### src/rtl/idea_pkg.sv
// Purpose: shared constants, FSM state enum and decryption-key mapping table for the IDEA key scheduler.
// Latency: n/a (types, constants and a pure function only).
// Backpressure: n/a.
package idea_pkg;

  localparam int SK_W = 16;     // subkey width
  localparam int N_SK = 52;     // 8 rounds x 6 + 4 output-transform keys
  localparam int ROT  = 25;     // key rotation between 8-subkey groups
  localparam int MOD  = 65537;  // multiplicative group modulus

  typedef enum logic [2:0] {
    ST_IDLE,
    ST_LOAD,
    ST_STEP,
    ST_INV,
    ST_DONE
  } dk_state_e;

  typedef enum logic [1:0] {
    OP_PASS,
    OP_ADDINV,
    OP_MULINV
  } dk_op_e;

  typedef struct packed {
    logic [5:0] src;  // encryption subkey index Z[src]
    dk_op_e     op;   // transform applied to Z[src]
  } dk_map_t;

  // Source subkey and transform for decryption subkey DK[idx].
  // Group r (6 keys each) draws from encryption group b = 6*(8-r). The two
  // additive keys swap places in the middle rounds only: the first and the
  // output-transform groups face an unswapped half-round.
  function automatic dk_map_t dk_map(input logic [5:0] idx);
    int      r;
    int      k;
    int      b;
    logic    edge_grp;
    dk_map_t m;
    r        = int'(idx) / 6;
    k        = int'(idx) % 6;
    b        = 6 * (8 - r);
    edge_grp = (r == 0) || (r == 8);
    m.op     = OP_PASS;
    m.src    = 6'(b);
    case (k)
      0: begin m.op = OP_MULINV; m.src = 6'(b); end
      1: begin m.op = OP_ADDINV; m.src = edge_grp ? 6'(b + 1) : 6'(b + 2); end
      2: begin m.op = OP_ADDINV; m.src = edge_grp ? 6'(b + 2) : 6'(b + 1); end
      3: begin m.op = OP_MULINV; m.src = 6'(b + 3); end
      4: begin m.op = OP_PASS;   m.src = 6'(b - 2); end
      default: begin m.op = OP_PASS; m.src = 6'(b - 1); end
    endcase
    return m;
  endfunction

endpackage

### src/rtl/idea_mul_mod.sv
// Purpose: IDEA multiply mod 65537 with the 16-bit encoding 0 == 65536. Ports: a, b operands; p product.
// Latency: combinational, zero cycles.
// Backpressure: none (pure function of the inputs).
module idea_mul_mod
  import idea_pkg::*;
(
  input  logic [SK_W-1:0] a,
  input  logic [SK_W-1:0] b,
  output logic [SK_W-1:0] p
);

  logic [16:0] a_ext;
  logic [16:0] b_ext;
  logic [33:0] prod;
  logic [17:0] lo;
  logic [17:0] hi;
  logic [17:0] diff;

  // 2^16 == -1 (mod 65537), so prod = hi*2^16 + lo reduces to lo - hi. With
  // lo < 2^16 and hi <= 2^16 the difference needs at most one +MOD fix-up.
  // The result is never 0 (65537 is prime), and 65536 truncates to the
  // 0 encoding.
  always_comb begin
    a_ext = (a == '0) ? 17'h10000 : {1'b0, a};
    b_ext = (b == '0) ? 17'h10000 : {1'b0, b};
    prod  = {17'b0, a_ext} * {17'b0, b_ext};
    lo    = {2'b0, prod[15:0]};
    hi    = prod[33:16];
    diff  = lo - hi;
    if (diff[17]) begin
      diff = diff + 18'(MOD);
    end
    p = diff[SK_W-1:0];
  end

endmodule

### src/rtl/idea_dec_key_sched.sv
// Purpose: expands a 128-bit IDEA key and builds the 52 decryption subkeys one entry at a time.
//   Ports: start/key request; busy while generating; done 1-cycle pulse; dk flat bus (DK0 in MSBs), qualified by dk_valid.
// Latency: 323 cycles from the accepting edge to done; start is ignored (not queued) unless idle.
module idea_dec_key_sched
  import idea_pkg::*;
(
  input  logic                   clk,
  input  logic                   rst,
  input  logic                   start,
  input  logic [127:0]           key,
  output logic                   busy,
  output logic                   done,
  output logic                   dk_valid,
  output logic [N_SK*SK_W-1:0]   dk
);

  dk_state_e       state_q, state_d;
  logic [127:0]    key_q, key_d;
  logic [SK_W-1:0] z_q  [N_SK];
  logic [SK_W-1:0] z_d  [N_SK];
  logic [SK_W-1:0] z_exp[N_SK];
  logic [SK_W-1:0] dk_q [N_SK];
  logic [SK_W-1:0] dk_d [N_SK];
  logic [5:0]      idx_q, idx_d;
  logic [3:0]      it_q, it_d;
  logic [SK_W-1:0] r_q, r_d;
  logic [SK_W-1:0] a_q, a_d;
  logic            dk_valid_q, dk_valid_d;

  dk_map_t         map;
  logic [SK_W-1:0] src;
  logic [SK_W-1:0] mr_a, mr_b, mr_p, ma_p;
  logic [127:0]    kr;

  always_comb begin
    map = dk_map(idx_q);
    src = z_q[map.src];
  end

  // x^65535 by square-and-multiply over all 16 exponent bits. The STEP cycle
  // already runs iteration 0 (r = 1*x, a = x*x), so INV needs 15 more cycles
  // and each multiplicative entry costs 16 cycles in total.
  assign mr_a = (state_q == ST_STEP) ? SK_W'(1) : r_q;
  assign mr_b = (state_q == ST_STEP) ? src      : a_q;

  idea_mul_mod u_mul_r (.a(mr_a), .b(mr_b), .p(mr_p));
  idea_mul_mod u_mul_a (.a(mr_b), .b(mr_b), .p(ma_p));

  // Encryption subkey expansion: 8 subkeys per 128-bit window, window rotated
  // left by ROT between groups.
  always_comb begin
    kr = key_q;
    for (int i = 0; i < N_SK; i++) begin
      if (i != 0 && (i % 8) == 0) begin
        kr = {kr[127-ROT:0], kr[127:128-ROT]};
      end
      z_exp[i] = kr[127 - SK_W*(i % 8) -: SK_W];
    end
  end

  always_comb begin
    state_d    = state_q;
    key_d      = key_q;
    z_d        = z_q;
    dk_d       = dk_q;
    idx_d      = idx_q;
    it_d       = it_q;
    r_d        = r_q;
    a_d        = a_q;
    dk_valid_d = dk_valid_q;
    case (state_q)
      ST_IDLE: begin
        if (start) begin
          key_d      = key;
          dk_valid_d = 1'b0;
          state_d    = ST_LOAD;
        end
      end
      ST_LOAD: begin
        z_d     = z_exp;
        idx_d   = '0;
        it_d    = '0;
        state_d = ST_STEP;
      end
      ST_STEP: begin
        if (map.op == OP_MULINV) begin
          r_d     = mr_p;
          a_d     = ma_p;
          it_d    = 4'd1;
          state_d = ST_INV;
        end else begin
          dk_d[idx_q] = (map.op == OP_ADDINV) ? (~src + SK_W'(1)) : src;
          if (idx_q == 6'(N_SK - 1)) begin
            dk_valid_d = 1'b1;
            state_d    = ST_DONE;
          end else begin
            idx_d = idx_q + 6'd1;
          end
        end
      end
      ST_INV: begin
        r_d  = mr_p;
        a_d  = ma_p;
        it_d = it_q + 4'd1;
        if (it_q == 4'd15) begin
          dk_d[idx_q] = mr_p;
          if (idx_q == 6'(N_SK - 1)) begin
            dk_valid_d = 1'b1;
            state_d    = ST_DONE;
          end else begin
            idx_d   = idx_q + 6'd1;
            state_d = ST_STEP;
          end
        end
      end
      ST_DONE: begin
        state_d = ST_IDLE;
      end
      default: begin
        state_d = ST_IDLE;
      end
    endcase
  end

  always_ff @(posedge clk) begin
    if (rst) begin
      state_q    <= ST_IDLE;
      key_q      <= '0;
      z_q        <= '{default: '0};
      dk_q       <= '{default: '0};
      idx_q      <= '0;
      it_q       <= '0;
      r_q        <= '0;
      a_q        <= '0;
      dk_valid_q <= 1'b0;
    end else begin
      state_q    <= state_d;
      key_q      <= key_d;
      z_q        <= z_d;
      dk_q       <= dk_d;
      idx_q      <= idx_d;
      it_q       <= it_d;
      r_q        <= r_d;
      a_q        <= a_d;
      dk_valid_q <= dk_valid_d;
    end
  end

  assign busy     = (state_q == ST_LOAD) || (state_q == ST_STEP) || (state_q == ST_INV);
  assign done     = (state_q == ST_DONE);
  assign dk_valid = dk_valid_q;

  always_comb begin
    dk = '0;
    for (int i = 0; i < N_SK; i++) begin
      dk[N_SK*SK_W - 1 - SK_W*i -: SK_W] = dk_q[i];
    end
  end

endmodule
### config.mk
export PLATFORM = sky130hd
export DESIGN_NAME = idea_dec_key_sched
export DESIGN_NICKNAME = d
export VERILOG_FILES = /design/src/rtl/idea_pkg.sv /design/src/rtl/idea_mul_mod.sv /design/src/rtl/idea_dec_key_sched.sv
export SDC_FILE = /design/constraint.sdc
export NUM_CORES = 2
export LEC_CHECK = 0
export BUFFER_PORTS_ARGS = -buffer_cell sky130_fd_sc_hd__buf_2
export CAP_MARGIN = 25
export CORE_AREA = 5 5 376 378
export DETAILED_ROUTE_END_ITERATION = 12
export DIE_AREA = 0 0 381 383
export MAX_ROUTING_LAYER = met4
export PLACE_DENSITY = 0.67
export RECOVER_POWER = 50
export SYNTH_ARGS = -nofsm -noshare
export SYNTH_HDL_FRONTEND = slang
export SYNTH_SLANG_ARGS = --single-unit
### constraint.sdc
create_clock -name clk -period 33.9 [get_ports clk]
set_input_delay 5.085 -clock clk [delete_from_list [all_inputs] [get_ports clk]]
set_output_delay 5.085 -clock clk [all_outputs]
set_load 0.05 [all_outputs]
# After elaboration in Yosys (flattened, before gate mapping)
# Cells that the tools add are included.
dict set report classes {
  addsub 13
  mul 3
  n_div 2
  n_lt_le_gt_ge 3
  n_eq_ne 18
  mux 41
  n_bitwise 3
  reduce_logical 19
}
# operator count
set ops {}
lappend ops {{bitwise mux 832 bit} 2}
lappend ops {{two-way mux 832 bit} 2}
lappend ops {{case mux 832 bit (2 select lines)} 1}
lappend ops {{two-way mux 16 bit} 10}
lappend ops {{binary-select mux 16 bit (select 6 bit)} 1}
lappend ops {{demux 16 bit (select 6 bit)} 1}
lappend ops {{multiplier 17 x 17 -> 34 bit} 2}
lappend ops {{== test 32 x 2 -> 1 bit (second input constant)} 2}
lappend ops {{logical NOT 32 bit} 2}
lappend ops {{case mux 16 bit (2 select lines)} 2}
lappend ops {{adder 16 x 1 -> 16 bit (second input constant)} 3}
lappend ops {{case mux 8 bit (5 select lines)} 1}
lappend ops {{subtractor 16 x 18 -> 18 bit} 2}
lappend ops {{two-way mux 17 bit} 2}
lappend ops {{divider 7 x 4 -> 32 bit (second input constant)} 1}
lappend ops {{== test 32 x 1 -> 1 bit (second input constant)} 1}
lappend ops {{== test 32 x 3 -> 1 bit (second input constant)} 1}
lappend ops {{== test 32 x 5 -> 1 bit (second input constant)} 1}
lappend ops {{logical NOT 16 bit} 2}
lappend ops {{remainder unit 7 x 4 -> 32 bit (second input constant)} 1}
lappend ops {{multiplier 3 x 32 -> 5 bit (first input constant)} 1}
lappend ops {{subtractor 5 x 32 -> 32 bit (first input constant)} 1}
lappend ops {{two-way mux 6 bit} 5}
lappend ops {{case mux 6 bit (3 select lines)} 1}
lappend ops {{33 further kinds} 54}
dict set report totals {
  ff_bits 1838
  in_bits 131
  out_inout_bits 835
  wordCells 213
}

# Depth between registers and ports, before layout
dict set report depth {
  ltp_word 20
  mapped_depth 70
  depth_no_buf 63
}

# Hierarchy
# From an unflattened synthesis, not the netlist that was laid out.
dict set report hier_totals {
  hier_cells 8695
  hier_area_um2 70769.1
}
# module instances cells_per_inst area_per_inst_um2
set modules_own_cells {}
lappend modules_own_cells {idea_dec_key_sched 1 6123 49183.4}
lappend modules_own_cells {{idea_mul_mod (u_mul_r)} 1 1302 10825.4}
lappend modules_own_cells {{idea_mul_mod (u_mul_a)} 1 1270 10760.3}

# Least setup slack after synthesis
# No wires, ideal clock.
dict set report synth_path {
  kind {flip-flop to flip-flop}
  start {reg idx_q[4]}
  end {reg dk_q (netlist bit dk[715])}
  arrival_ps 15550
  slack_ps 18272
  path_stages_with_launch 65
  n_path_buf 8
  cell_sequence {dfxtp_1 buf_2 buf_1 clkbuf_1 ha_1 or3b_1 a21oi_1 and2b_1 nand2_1 inv_1 ha_1 xnor2_1 ha_1 ha_1 inv_1 fa_1 inv_1 and4_1 [29 not listed] xor2_1 ha_1 nor2_1 nor2_1 nor2_1 o31ai_1 o41ai_1 or4b_2 nand2_1 xor2_1 nand2_1 nor3_1 xnor2_1 and2_1 clkbuf_1 clkbuf_1 a211oi_1 nor3_1}
}
dict set report synth_between {
  elab_chain_len 20
  elab_cells_between_ends 49
  cone_classes {add/sub: 9; mul: 2; div: 2; order compare: 2; eq/ne: 8; mux: 17; bitwise: 3; reduce/logical: 6}
}
# element line
set synth_rtl {}
lappend synth_rtl {{start: declaration} idea_dec_key_sched.sv:24} ;# logic [5:0] idx_q, idx_d;
lappend synth_rtl {{start signal: assignment} idea_dec_key_sched.sv:141} ;# idx_q <= idx_d;
lappend synth_rtl {{divider 7 x 4 -> 32 bit} idea_pkg.sv:40} ;# r = int'(idx) / 6;
lappend synth_rtl {{subtractor 5 x 32 -> 32 bit} idea_pkg.sv:42} ;# b = 6 * (8 - r);
lappend synth_rtl {{multiplier 3 x 32 -> 5 bit} idea_pkg.sv:42}
lappend synth_rtl {{adder 6 x 2 -> 6 bit / adder 6 x 3 -> 6 bit (equally long branches)} {idea_pkg.sv:48, idea_pkg.sv:49}}
lappend synth_rtl {{two-way mux 6 bit, on equally long branches} {idea_pkg.sv:49, idea_pkg.sv:48}}
lappend synth_rtl {{case mux 8 bit (5 select lines)} idea_pkg.sv:46} ;# case (k)
lappend synth_rtl {{NOT 6 -> 7 bit (not written as such)} idea_dec_key_sched.sv:37} ;# src = z_q[map.src];
lappend synth_rtl {{binary-select mux 16 bit (select 6 bit)} idea_dec_key_sched.sv:37}
lappend synth_rtl {{[4 not listed]} n/a}
lappend synth_rtl {{two-way mux 17 bit} idea_mul_mod.sv:25} ;# b_ext = (b == '0) ? 17'h10000 : {1'b0, b};
lappend synth_rtl {{multiplier 17 x 17 -> 34 bit} idea_mul_mod.sv:26} ;# prod = {17'b0, a_ext} * {17'b0, b_ext};
lappend synth_rtl {{subtractor 16 x 18 -> 18 bit} idea_mul_mod.sv:29} ;# diff = lo - hi;
lappend synth_rtl {{adder 16 x 1 -> 16 bit} idea_mul_mod.sv:31} ;# diff = diff + 18'(MOD);
lappend synth_rtl {{two-way mux 16 bit} idea_mul_mod.sv:30} ;# if (diff[17]) begin
lappend synth_rtl {{bitwise mux 832 bit} idea_dec_key_sched.sv:106} ;# dk_d[idx_q] = mr_p;
lappend synth_rtl {{two-way mux 832 bit} idea_dec_key_sched.sv:105} ;# if (it_q == 4'd15) begin
lappend synth_rtl {{case mux 832 bit (2 select lines)} idea_dec_key_sched.sv:71} ;# case (state_q)
lappend synth_rtl {{end signal: assignment} idea_dec_key_sched.sv:140} ;# dk_q <= dk_d;
lappend synth_rtl {{end: declaration} idea_dec_key_sched.sv:22} ;# logic [SK_W-1:0] dk_q [N_SK];
# Parallel ways exist; a longest one is shown, timed or not. The select of a mux whose other input is x is not followed.
# A chain may end at the register's enable or synchronous reset.

# Worst setup path after layout
dict set report layout_path {
  start {reg idx_q[4]}
  end {reg dk_q (netlist bit dk[687])}
}
# Same word-level chain as after synthesis.

==> implementation parameters <==
Parameter                              Value

Worst setup path
  CP Data Required Time ... ~35 ns
  Crit path largest cell delay ... 0.92 ns
  Kind of launch point of the worst setup path ... flip-flop
  Number of buffers and inverters on the critical path ... 10
  Worst setup path class ... flip-flop to flip-flop
  CP max-delay cell ... nand2_1
  Reg-to-reg slack, setup ... ~13 ns
  Data arrival, critical path ... 21.07 ns
  Endpoint kind of the worst setup timing path ... flip-flop
  Highest fanout seen on the critical path ... 71
  Gate family responsible for the most delay along the worst path ... compound AO/OA/AOI/OAI gates

CTS
  Root Buffer Master ... clkbuf_16
  Clock buffer count from CTS ... about 120
  Deepest clock path buffer count ... 3
  Register clock-pin slew on the reported worst setup and hold paths ... roughly 0.07 ns
  Hold buffer count at cts ... 0
  Max H-tree Level ... 3
  CTS tree ... done
  Clock Sink Count ... ~1,100
  PostCTS Resize Cnt ... 0
  Clk Latency, worst-skew pair ... 0.81 ns
  Setup fix buffers added after clock tree synthesis ... 0

Cells and area
  Final Non-Filler Cells ... about 11,000
  Commonest non-fill, non-tap cells in the layout ... nand2_1, dfxtp_1, nor2_1
  Area growth from synthesis to layout ... 13.9%
  Share of cells above drive strength 1 ... 0.0843
  Nets ... between 10,000 and 15,000
  Filler cells ... 13,155
  Final standard cell area without fillers ... 78,400 sq um
  Most frequent standard cell in the layout excluding fill and tap cells ... nand2_1

STA
  Final critical-path setup slack ... ~13 ns
  Final-layout setup total negative slack ... 0 ns
  Min Tclk post-route ... 20.45 ns
  Worst Hold Margin ... 0.449 ns
  Setup Viol. Count Final ... 0
  Worst-case clock skew ... 0.110 ns
  Final period util ... 0.603
  Slew HR ... -5.19
  Number of hold violations in the final report ... 0
  Max Clk Rate ... 0.0489 GHz
  Max Slew Vio Count ... between 400 and 500
  Worst-Margin Slew ... just over 9 ns
  Unrepaired setup endpoints after global routing ... false

Global route
  Pin count of the biggest net entering global routing ... approximately 200
  Antenna violations before repair ... 4
  Final global-route overflow total ... 0
  Wire length of the first global-routing pass ... 446 mm
  Via count of the first global-routing pass ... about 66,000
  GRT Overall Usage ... 0.416

Drt
  Final wirelength ... about 300 mm
  First-iteration detailed-routing DRC count ... around 8,000
  Via-to-Cell Ratio ... slightly above 6
  Wirelength per Cell ... 27.7 um
  TritonRoute pass-1 iters ... 8
  Routed Antenna Nets ... 0
  Vias ... between 60,000 and 70,000
  Post-detailed-route DRC marker count ... 0

Hold path
  Worst hold path class ... flip-flop to flip-flop

Synth
  Mean instance size in the synthesized netlist ... between 8 and 9 sq um
  Synth cell types ... between 100 and 150
  Post-synthesis sequential area ratio ... 0.330
  Count of flip-flops with a built-in enable after synthesis ... 0
  Cell area after synthesis ... 68,800 sq um
  Share of the synthesized area in the top cell type ... 0.330
  Count of warnings emitted by yosys ... 0
  Post-synthesis register bit count ... between 1,000 and 1,500
  Most frequently used flop master after synthesis ... dfxtp_1
  Fraction of registers with async set/reset ... 0
  Cell type with the highest aggregate area in the netlist ... dfxtp_1
  Synth area leaders ... dfxtp_1, fa_1, nand2_1
  Synthesized instance count ... between 8,000 and 9,000

Power
  Switching share of total power ... 0.493
  PwrDens ... around 83 nW/um^2
  Share of power burned in the clock network ... 0.204
  Register share of total power ... 0.220
  Pleak ... slightly above 30 nW
  Net switching component of the power ... ~3.2 mW
  Max IR drop VDD ... approximately 0.00015 V
  Combinational cell fraction of total power ... 0.577
  Internal Dissipation ... 3.30 mW

Floorplan
  Core area ... roughly 140,000 sq um
  Chip Width ... 381 um
  Boundary Pins ... slightly below 1,000
  Die Span Y ... 383 um
  FP Rows ... between 100 and 150
  Initial Utilization ... 0.502
  Floorplan die area ... 146,000 sq um

Placement
  Count of input and output buffers ... between 900 and 1,000
  GPL Wtd Cong ... between 0.9 and 1
  Setup Slack @ Placement ... between 10 and 15 ns
  Dpl cells ... around 11,000
  Final HPWL from detailed placement ... 226 mm
  Placed cell area ... roughly 75,000 sq um

Job
  Total of max-cap violations ... 5

Run status
  Violated checks ... max-capacitance violations, max-slew violations
  Outcome ... finished with violations
[cells in the mapped netlist, types with 10 or more instances]
| cell type | n |
|---|---|
| nor2_1 | 824 |
| nand3_1 | 192 |
| nand4_1 | 20 |
| or3_1 | 20 |
| a2111oi_0 | 32 |
| a21oi_1 | 724 |
| fa_1 | 420 |
| nand2_1 | 1424 |
| o221a_2 | 40 |
| a21o_1 | 42 |
| nor2b_1 | 15 |
| dfxtp_1 | 1134 |
| o21a_1 | 17 |
| a31oi_1 | 24 |
| xor2_1 | 47 |
| o21bai_1 | 19 |
| a211oi_1 | 497 |
| and2_1 | 76 |
| xnor2_1 | 85 |
| and3_1 | 127 |
| o2111ai_1 | 30 |
| a31o_2 | 14 |
| a211o_1 | 14 |
| mux2i_1 | 105 |
| o22ai_1 | 11 |
| inv_1 | 614 |
| a32o_1 | 46 |
| nor4b_1 | 10 |
| ha_1 | 262 |
| nor3_1 | 489 |
| buf_1 | 14 |
| buf_2 | 70 |
| nor4_1 | 12 |
| o21ai_0 | 246 |
| clkbuf_1 | 566 |
| mux2_2 | 40 |
| nand2b_1 | 16 |
| a21boi_0 | 31 |
| o211ai_1 | 34 |
[worst reg2reg max path: cells and delay by family, from the launching register on]
| kind | cells | cell delay [ns] |
|---|---|---|
| compound gates | 20 | 6.80 |
| xor+xnor | 1 | 0.15 |
| fa+ha+maj | 10 | 4.56 |
| buf+inv | 10 | 2.86 |
| flops | 1 | 0.84 |
| mux | 1 | 0.29 |
| simple gates | 18 | 4.82 |
[area by class of cell]
class,count,area (sq um),area share
diodes,3,7.51,0.0000958
clock buffers,170,3410,0.0435
clock inverters,35,500,0.00639
inverters,618,2320,0.0296
multi-input cells,6193,41700,0.532
flip-flops and latches,1134,22700,0.290
well taps,1794,2240,0.0286
repair buffers,1161,5510,0.0703
[power groups by stage]
stage | Combinational, mW | Clock, mW | Sequential [mW]
after floorplan | 2.41 | 0 | 1.44
after global placement | 3.62 | 0 | 1.45
after detailed placement | 3.66 | 0 | 1.45
after CTS | 3.69 | 1.33 | 1.43
after global routing | 4.05 | 1.38 | 1.43
final | 3.76 | 1.33 | 1.43
[sequential cells by signal, summed over array words and instances, names as in the netlist]
| register | cells |
|---|---|
| it_q | 4 |
| key_q | 128 |
| z_q | 128 |
| dk | 832 |
| r_q | 16 |
| idx_q | 6 |
| state_q | 3 |
| a_q | 16 |
| dk_valid | 1 |
[per-layer routing]
metal | GRT usage | part of all wire | wire (um) | up-vias
met3 | 0.0960 | 0.11 | 33300 | 925
li1 | - | - | - | 30477
met2 | 0.624 | 0.44 | 134000 | 4230
met5 | - | 0 | 0 | -
met1 | 0.523 | 0.39 | 119000 | 33419
met4 | 0.224 | 0.069 | 21400 | 0
[final timing paths]
path / startpoint / to / depth (start not counted)
max: idx_q[4] / dk[687] / 60
min: key_q[66] / z_q[770] / 2
max reg2reg: idx_q[4] / dk[687] / 60
min reg2reg: key_q[66] / z_q[770] / 2
[metrics by stage]
| stage | total power [mW] | utilization |
|---|---|---|
| finish | 6.51 | 0.571 |
| detailed placement | 5.12 | 0.548 |
| floorplan | 3.85 | - |
| CTS | 6.44 | 0.577 |
| global placement | 5.08 | 0.547 |
| global route | 6.86 | 0.571 |
[logic make-up after synthesis]
family | after synthesis | share of synthesized area
DFF | 1134 | 0.330
buffers and inverters | 1275 | 0.0712
adders and majority gates | 683 | 0.170
xor gates and xnor gates | 135 | 0.0175
AOI/OAI and AO/OA | 1922 | 0.182
muxes | 150 | 0.0235
and+or+nand+nor | 3279 | 0.206
other | 2 | 0.000109
Note: power is estimated with default switching activity, not from simulation.
